File: src/rtl/debug_scan_sequencer.sv
// Purpose: picks one synchronised debug probe per frame (round-robin or fixed) and shifts it out on one pin.
// Latency: enable sampled in IDLE at edge k -> LOAD after k, start bit visible after k+1; frame period 1 + 9 + GAP cycles.
// Backpressure: none; enable only gates the start of a frame, a frame in flight always runs through its stop bit.
//
// Ports:
//   debug_clk    - debug clock, all state on its rising edge
//   reset        - asynchronous, active-high; aborts any frame and zeroes all state
//   enable       - allows new frames to start (synchronous to debug_clk)
//   scan_mode    - 1: round-robin over probe_mask, 0: report fixed_addr only
//   fixed_addr   - probe reported when scan_mode = 0
//   probe_mask   - bit i = 1 makes probe i selectable
//   probe_in     - raw asynchronous probe levels
//   debug_out    - serial frame: start, addr[3:0], lvl, stk, even parity, stop; 0 when idle
//   frame_active - high for the 9 serial bit cycles only
//   cur_addr     - address of the frame in flight or last sent
//   frame_count  - completed frames, wraps 255 -> 0
module debug_scan_sequencer #(
    parameter int NPROBE      = 16,
    parameter int SYNC_STAGES = 2,
    parameter int GAP         = 2
) (
    input  logic              debug_clk,
    input  logic              reset,
    input  logic              enable,
    input  logic              scan_mode,
    input  logic [3:0]        fixed_addr,
    input  logic [NPROBE-1:0] probe_mask,
    input  logic [NPROBE-1:0] probe_in,
    output logic              debug_out,
    output logic              frame_active,
    output logic [3:0]        cur_addr,
    output logic [7:0]        frame_count
);

    // Fewer than two stages would not be a synchroniser; clamp rather than build one.
    localparam int SS = (SYNC_STAGES < 2) ? 2 : SYNC_STAGES;
    localparam int GW = (GAP > 0) ? $clog2(GAP + 1) : 1;
    localparam logic [GW-1:0] GAP_LAST = GW'((GAP > 0) ? GAP - 1 : 0);

    typedef enum logic [1:0] {S_IDLE, S_LOAD, S_SHIFT, S_GAP} state_t;

    state_t            state;
    logic [NPROBE-1:0] sync_q [SS];
    logic [NPROBE-1:0] syncd;
    logic [NPROBE-1:0] sticky;
    logic [NPROBE-1:0] load_clr;
    logic [3:0]        ptr;
    logic [3:0]        bit_cnt;
    logic [GW-1:0]     gap_cnt;
    logic [7:0]        shreg;
    logic [3:0]        rr_addr;
    logic [3:0]        sel_addr;
    logic              sel_lvl;
    logic              sel_stk;
    logic              selectable;
    logic              start_ok;

    // First mask bit at or above 'from', wrapping 15 -> 0. Returns 'from' when
    // nothing is set; that case cannot reach LOAD through the IDLE rule.
    function automatic logic [3:0] rr_pick(input logic [NPROBE-1:0] mask,
                                           input logic [3:0]        from);
        logic [3:0] idx;
        logic       found;
        rr_pick = from;
        found   = 1'b0;
        for (int k = 0; k < NPROBE; k++) begin
            idx = from + 4'(k);
            if (!found && mask[idx]) begin
                rr_pick = idx;
                found   = 1'b1;
            end
        end
    endfunction

    assign syncd      = sync_q[SS-1];
    assign rr_addr    = rr_pick(probe_mask, ptr);
    assign sel_addr   = scan_mode ? rr_addr : fixed_addr;
    assign sel_lvl    = syncd[sel_addr];
    assign sel_stk    = sticky[sel_addr] | syncd[sel_addr];
    assign selectable = scan_mode ? (|probe_mask) : probe_mask[fixed_addr];
    assign start_ok   = enable & selectable;

    always_comb begin
        load_clr = '0;
        if (state == S_LOAD) begin
            load_clr[sel_addr] = 1'b1;
        end
    end

    always_ff @(posedge debug_clk or posedge reset) begin
        if (reset) begin
            for (int s = 0; s < SS; s++) begin
                sync_q[s] <= '0;
            end
            sticky <= '0;
        end else begin
            sync_q[0] <= probe_in;
            for (int s = 1; s < SS; s++) begin
                sync_q[s] <= sync_q[s-1];
            end
            // Set wins over the LOAD-cycle clear so a coincident event is kept.
            sticky <= (sticky & ~load_clr) | syncd;
        end
    end

    always_ff @(posedge debug_clk or posedge reset) begin
        if (reset) begin
            state        <= S_IDLE;
            debug_out    <= 1'b0;
            frame_active <= 1'b0;
            cur_addr     <= 4'd0;
            frame_count  <= 8'd0;
            ptr          <= 4'd0;
            bit_cnt      <= 4'd0;
            gap_cnt      <= '0;
            shreg        <= 8'd0;
        end else begin
            case (state)
                S_IDLE: begin
                    if (start_ok) begin
                        state <= S_LOAD;
                    end
                end
                S_LOAD: begin
                    state        <= S_SHIFT;
                    cur_addr     <= sel_addr;
                    if (scan_mode) begin
                        ptr <= sel_addr + 4'd1;
                    end
                    // Start bit goes out now; the rest of the frame waits in shreg, msb first.
                    debug_out    <= 1'b1;
                    frame_active <= 1'b1;
                    bit_cnt      <= 4'd0;
                    shreg        <= {sel_addr, sel_lvl, sel_stk,
                                     ^{sel_addr, sel_lvl, sel_stk}, 1'b0};
                end
                S_SHIFT: begin
                    if (bit_cnt == 4'd8) begin
                        debug_out    <= 1'b0;
                        frame_active <= 1'b0;
                        frame_count  <= frame_count + 8'd1;
                        gap_cnt      <= '0;
                        if (GAP > 0) begin
                            state <= S_GAP;
                        end else if (start_ok) begin
                            state <= S_LOAD;
                        end else begin
                            state <= S_IDLE;
                        end
                    end else begin
                        debug_out <= shreg[7];
                        shreg     <= {shreg[6:0], 1'b0};
                        bit_cnt   <= bit_cnt + 4'd1;
                    end
                end
                S_GAP: begin
                    if (gap_cnt == GAP_LAST) begin
                        state <= start_ok ? S_LOAD : S_IDLE;
                    end else begin
                        gap_cnt <= gap_cnt + 1'b1;
                    end
                end
                default: state <= S_IDLE;
            endcase
        end
    end

endmodule

File: config.mk
export PLATFORM = sky130hd
export DESIGN_NAME = debug_scan_sequencer
export DESIGN_NICKNAME = d
export VERILOG_FILES = /design/src/rtl/debug_scan_sequencer.sv
export SDC_FILE = /design/constraint.sdc
export NUM_CORES = 1
export LEC_CHECK = 0
export ABC_AREA = 1
export ABC_CLOCK_PERIOD_IN_PS = 3900
export CORE_AREA = 5 5 95 132
export CTS_CLUSTER_SIZE = 10
export DETAILED_ROUTE_END_ITERATION = 10
export DIE_AREA = 0 0 100 137
export PLACE_DENSITY_LB_ADDON = 0.3
export SLEW_MARGIN = 20
export SYNTH_ARGS = -nofsm -noshare
export SYNTH_HDL_FRONTEND = slang
export SYNTH_SLANG_ARGS = --single-unit
export TNS_END_PERCENT = 100
File: constraint.sdc
create_clock -name debug_clk -period 3.9 [get_ports debug_clk]
set_input_delay 0.78 -clock debug_clk [delete_from_list [all_inputs] [get_ports debug_clk]]
set_output_delay 0.78 -clock debug_clk [all_outputs]
set_load 0.05 [all_outputs]
==> results by group <==
Timing
  • Hold Vio Cnt, Final: 0
  • RSZ-0062 raised after global routing: true
  • Setup Viol. Count Final: 0
  • Max Slew Vio Count: 0
  • Max Freq: 0.260 GHz
  • Worst Max-Slew Pin Slew: 544 ps
  • Clock skew: 6.57 ps
  • Post-route clock period utilization: 98.6%
  • Min Tclk post-route: 3850 ps
  • Rel. slew slack: 63.6%

Cells and area
  • Fraction of layout cells with a size suffix above 1: 27.6%
  • Commonest non-fill, non-tap cells in the layout: 235 x nand2_1, 120 x buf_4, 97 x nand3_1
  • Layout net count: 1075
  • Area grow syn2layout: 45.4%
  • Util after Layout: 75.0%
  • Ant diodes: 0
  • Most common cell after layout, fill and taps aside: nand2_1

Worst setup path
  • R2R Path End: shreg[1]
  • Data arrival time of the worst path: 4080 ps
  • Worst-path fanout max: 9
  • Reg-to-reg startpoint: ptr[1]
  • Crit path from: ptr[1]
  • CP Data Required Time: 4140 ps
  • Critical path class: register to register
  • Setup crit end kind: register
  • CP Launch Type: register
  • Worst r2r path cells: 27
  • Flop2flop setup slack: 50 ps

GRT
  • Remaining global-route overflow: 0
  • Vias in the first global route: 6296
  • Pin count of the biggest net entering global routing: 39
  • Initial antenna violation count: 0
  • Tot GR Track Use: 26.8%
  • First-pass GRT wire length: 29.0 mm

Clock network
  • Clock-pin slew on the worst setup and hold paths: 60 ps
  • Number of CTS-inserted buffers: 9
  • CTS tree: built
  • H-tree depth: 3
  • Hold buffer count at CTS: 0
  • CTS Root Cell: clkbuf_16
  • Clock sink count: 81
  • Clk_lat worst skew: 340 ps
  • Clk buf depth: 2

Run status
  • Run status: finished clean

Route
  • Routed wl met2: 10.2 mm
  • Wire per inst: 16.9 um
  • Residual DRC count: 0
  • Detailed router's first-iteration violation count: 431
  • Final antenna-violating net count: 0
  • 1st-pass router iterations: 6
  • WL final: 19.6 mm
  • Wire length on met3: 1.03 mm
  • Avg Vias per Cell: 5.66
  • Wire length on met1: 6.90 mm
  • Via count: 6582
  • Highest metal used: met4

Die
  • Die width: 100 um
  • # rows: 46
  • Die area: 0.0137 mm^2
  • Die extent in y: 137 um
  • Starting density of the core: 51.6%
  • I/O pin count: 54
  • CORE AREA: 0.0112 mm^2

Hold path
  • Hold Crit Start: sync_q[16]
  • Hold WC Path Type: register to register
  • Hold path endpoint: syncd[0]
  • Hold Path Depth: 0

Yosys
  • Post-synth ARST share: 100%
  • Yosys reg bits: 81
  • Top_reg_cell synth: dfrtp_1
  • Syn nets: 892
  • Synth unique cells: 44
  • EDFF count, synth: 0
  • Synth Instances: 830
  • Post-Syn Area: 0.00579 mm^2
  • YS warnings: 0
  • Register area share after synthesis: 35.0%
  • Avg Synthesized Cell Area: 6.98 um^2

Flow run
  • Max-cap violations: 0

Place
  • Placer Congestion: 0.982
  • Hpwl dp: 13.4 mm
  • Port Buffers: 53
==> critical path, stage by stage, from the launching register on <==
cell,delay [ps]
dfrtp_1,400
inv_2,100
ha_4,240
inv_6,110
nand3_1,180
nand3_4,110
nand3_2,80
nand2_4,90
nand3_4,100
nor2_8,150
nand4_4,150
nor2_4,160
nand4_4,110
nor2_4,160
nand3_2,130
buf_4,170
o21ai_0,150
inv_1,60
nand2_1,70
nand2_2,80
a21oi_4,220
ha_4,240
xor2_2,150
inv_1,60
nand2_1,70
nand2_1,60
nand2_1,50
nand2_1,50
==> Yosys cell counts (8+ instances only) <==
cell type  instances  area [um^2]
o21bai_1          13         97.6
a21oi_1           24          120
nand2_2            8         50.1
nor2_1            54          203
o21ai_0           43          215
ha_1              22          275
nand2_1          258          968
dfrtp_1           81         2030
nand3_1          135          676
inv_1             91          342
xor2_1            12          105
nand4_1           12         75.1
==> flip-flops by register name (all words and copies together) (netlist names), 2 cells and up <==
signal,count
sticky,16
sync_q,16
syncd,16
frame_count,8
shreg,7
bit_cnt,4
cur_addr,4
ptr,4
gap_cnt,2
state,2
==> routing by layer <==
layer  track usage [%]  vias up
li1                  -     3081
met1              28.5     3078
met2              47.9      312
met3              3.67      111
met4              19.6        0
met5                 0        -
==> layout make-up <==
type | instances | area [um^2]
inverter | 99 | 390
tap | 144 | 180
clock inverter | 6 | 91.3
timing repair buffer | 191 | 1700
fill | 801 | 2800
multi-input combinational | 631 | 3800
clock buffer | 10 | 229
sequential | 81 | 2030
==> what timing repair did <==
action,4_1_cts,5_1_grt
gates resized for setup,20,145
cloned,0,2
hold endpoints to repair,0,0
pin swaps,9,38
setup endpoints to repair,12,26
buffers inserted,4,19
==> worst max-delay path by stage <==
stage | end | slack, ps
5_1_grt | shreg[2] | -220
6_report | shreg[1] | 50
3_5_place_dp | shreg[1] | -510
2_1_floorplan | shreg[1] | 40
3_3_place_gp | shreg[1] | -470
4_1_cts | shreg[1] | 0.7
==> cell families after synthesis <==
kind of cell	synth area share, %
adders and majority gates	4.75
and+or+nand+nor	38.5
xor gates and xnor gates	2.55
AOI/OAI and AO/OA	10.4
buffers and inverters	8.79
DFF	35.0
==> stage by stage <==
stage	instances	setup slack (ps)	hold WS (ps)	setup TNS, ps	cell area, um^2
3_3_place_gp	1121	-466	332	-7630	7230
6_report	1162	54.3	341	0	8420
5_1_grt	1162	-217	346	-2190	8420
3_5_place_dp	1121	-508	335	-8140	7230
4_1_cts	1141	0.732	343	0	7600
2_1_floorplan	830	41.3	331	0	5790
Power is left out: the tool's default activity adds up to more than one toggle a clock period on the data nets, which glitch-free logic cannot reach.
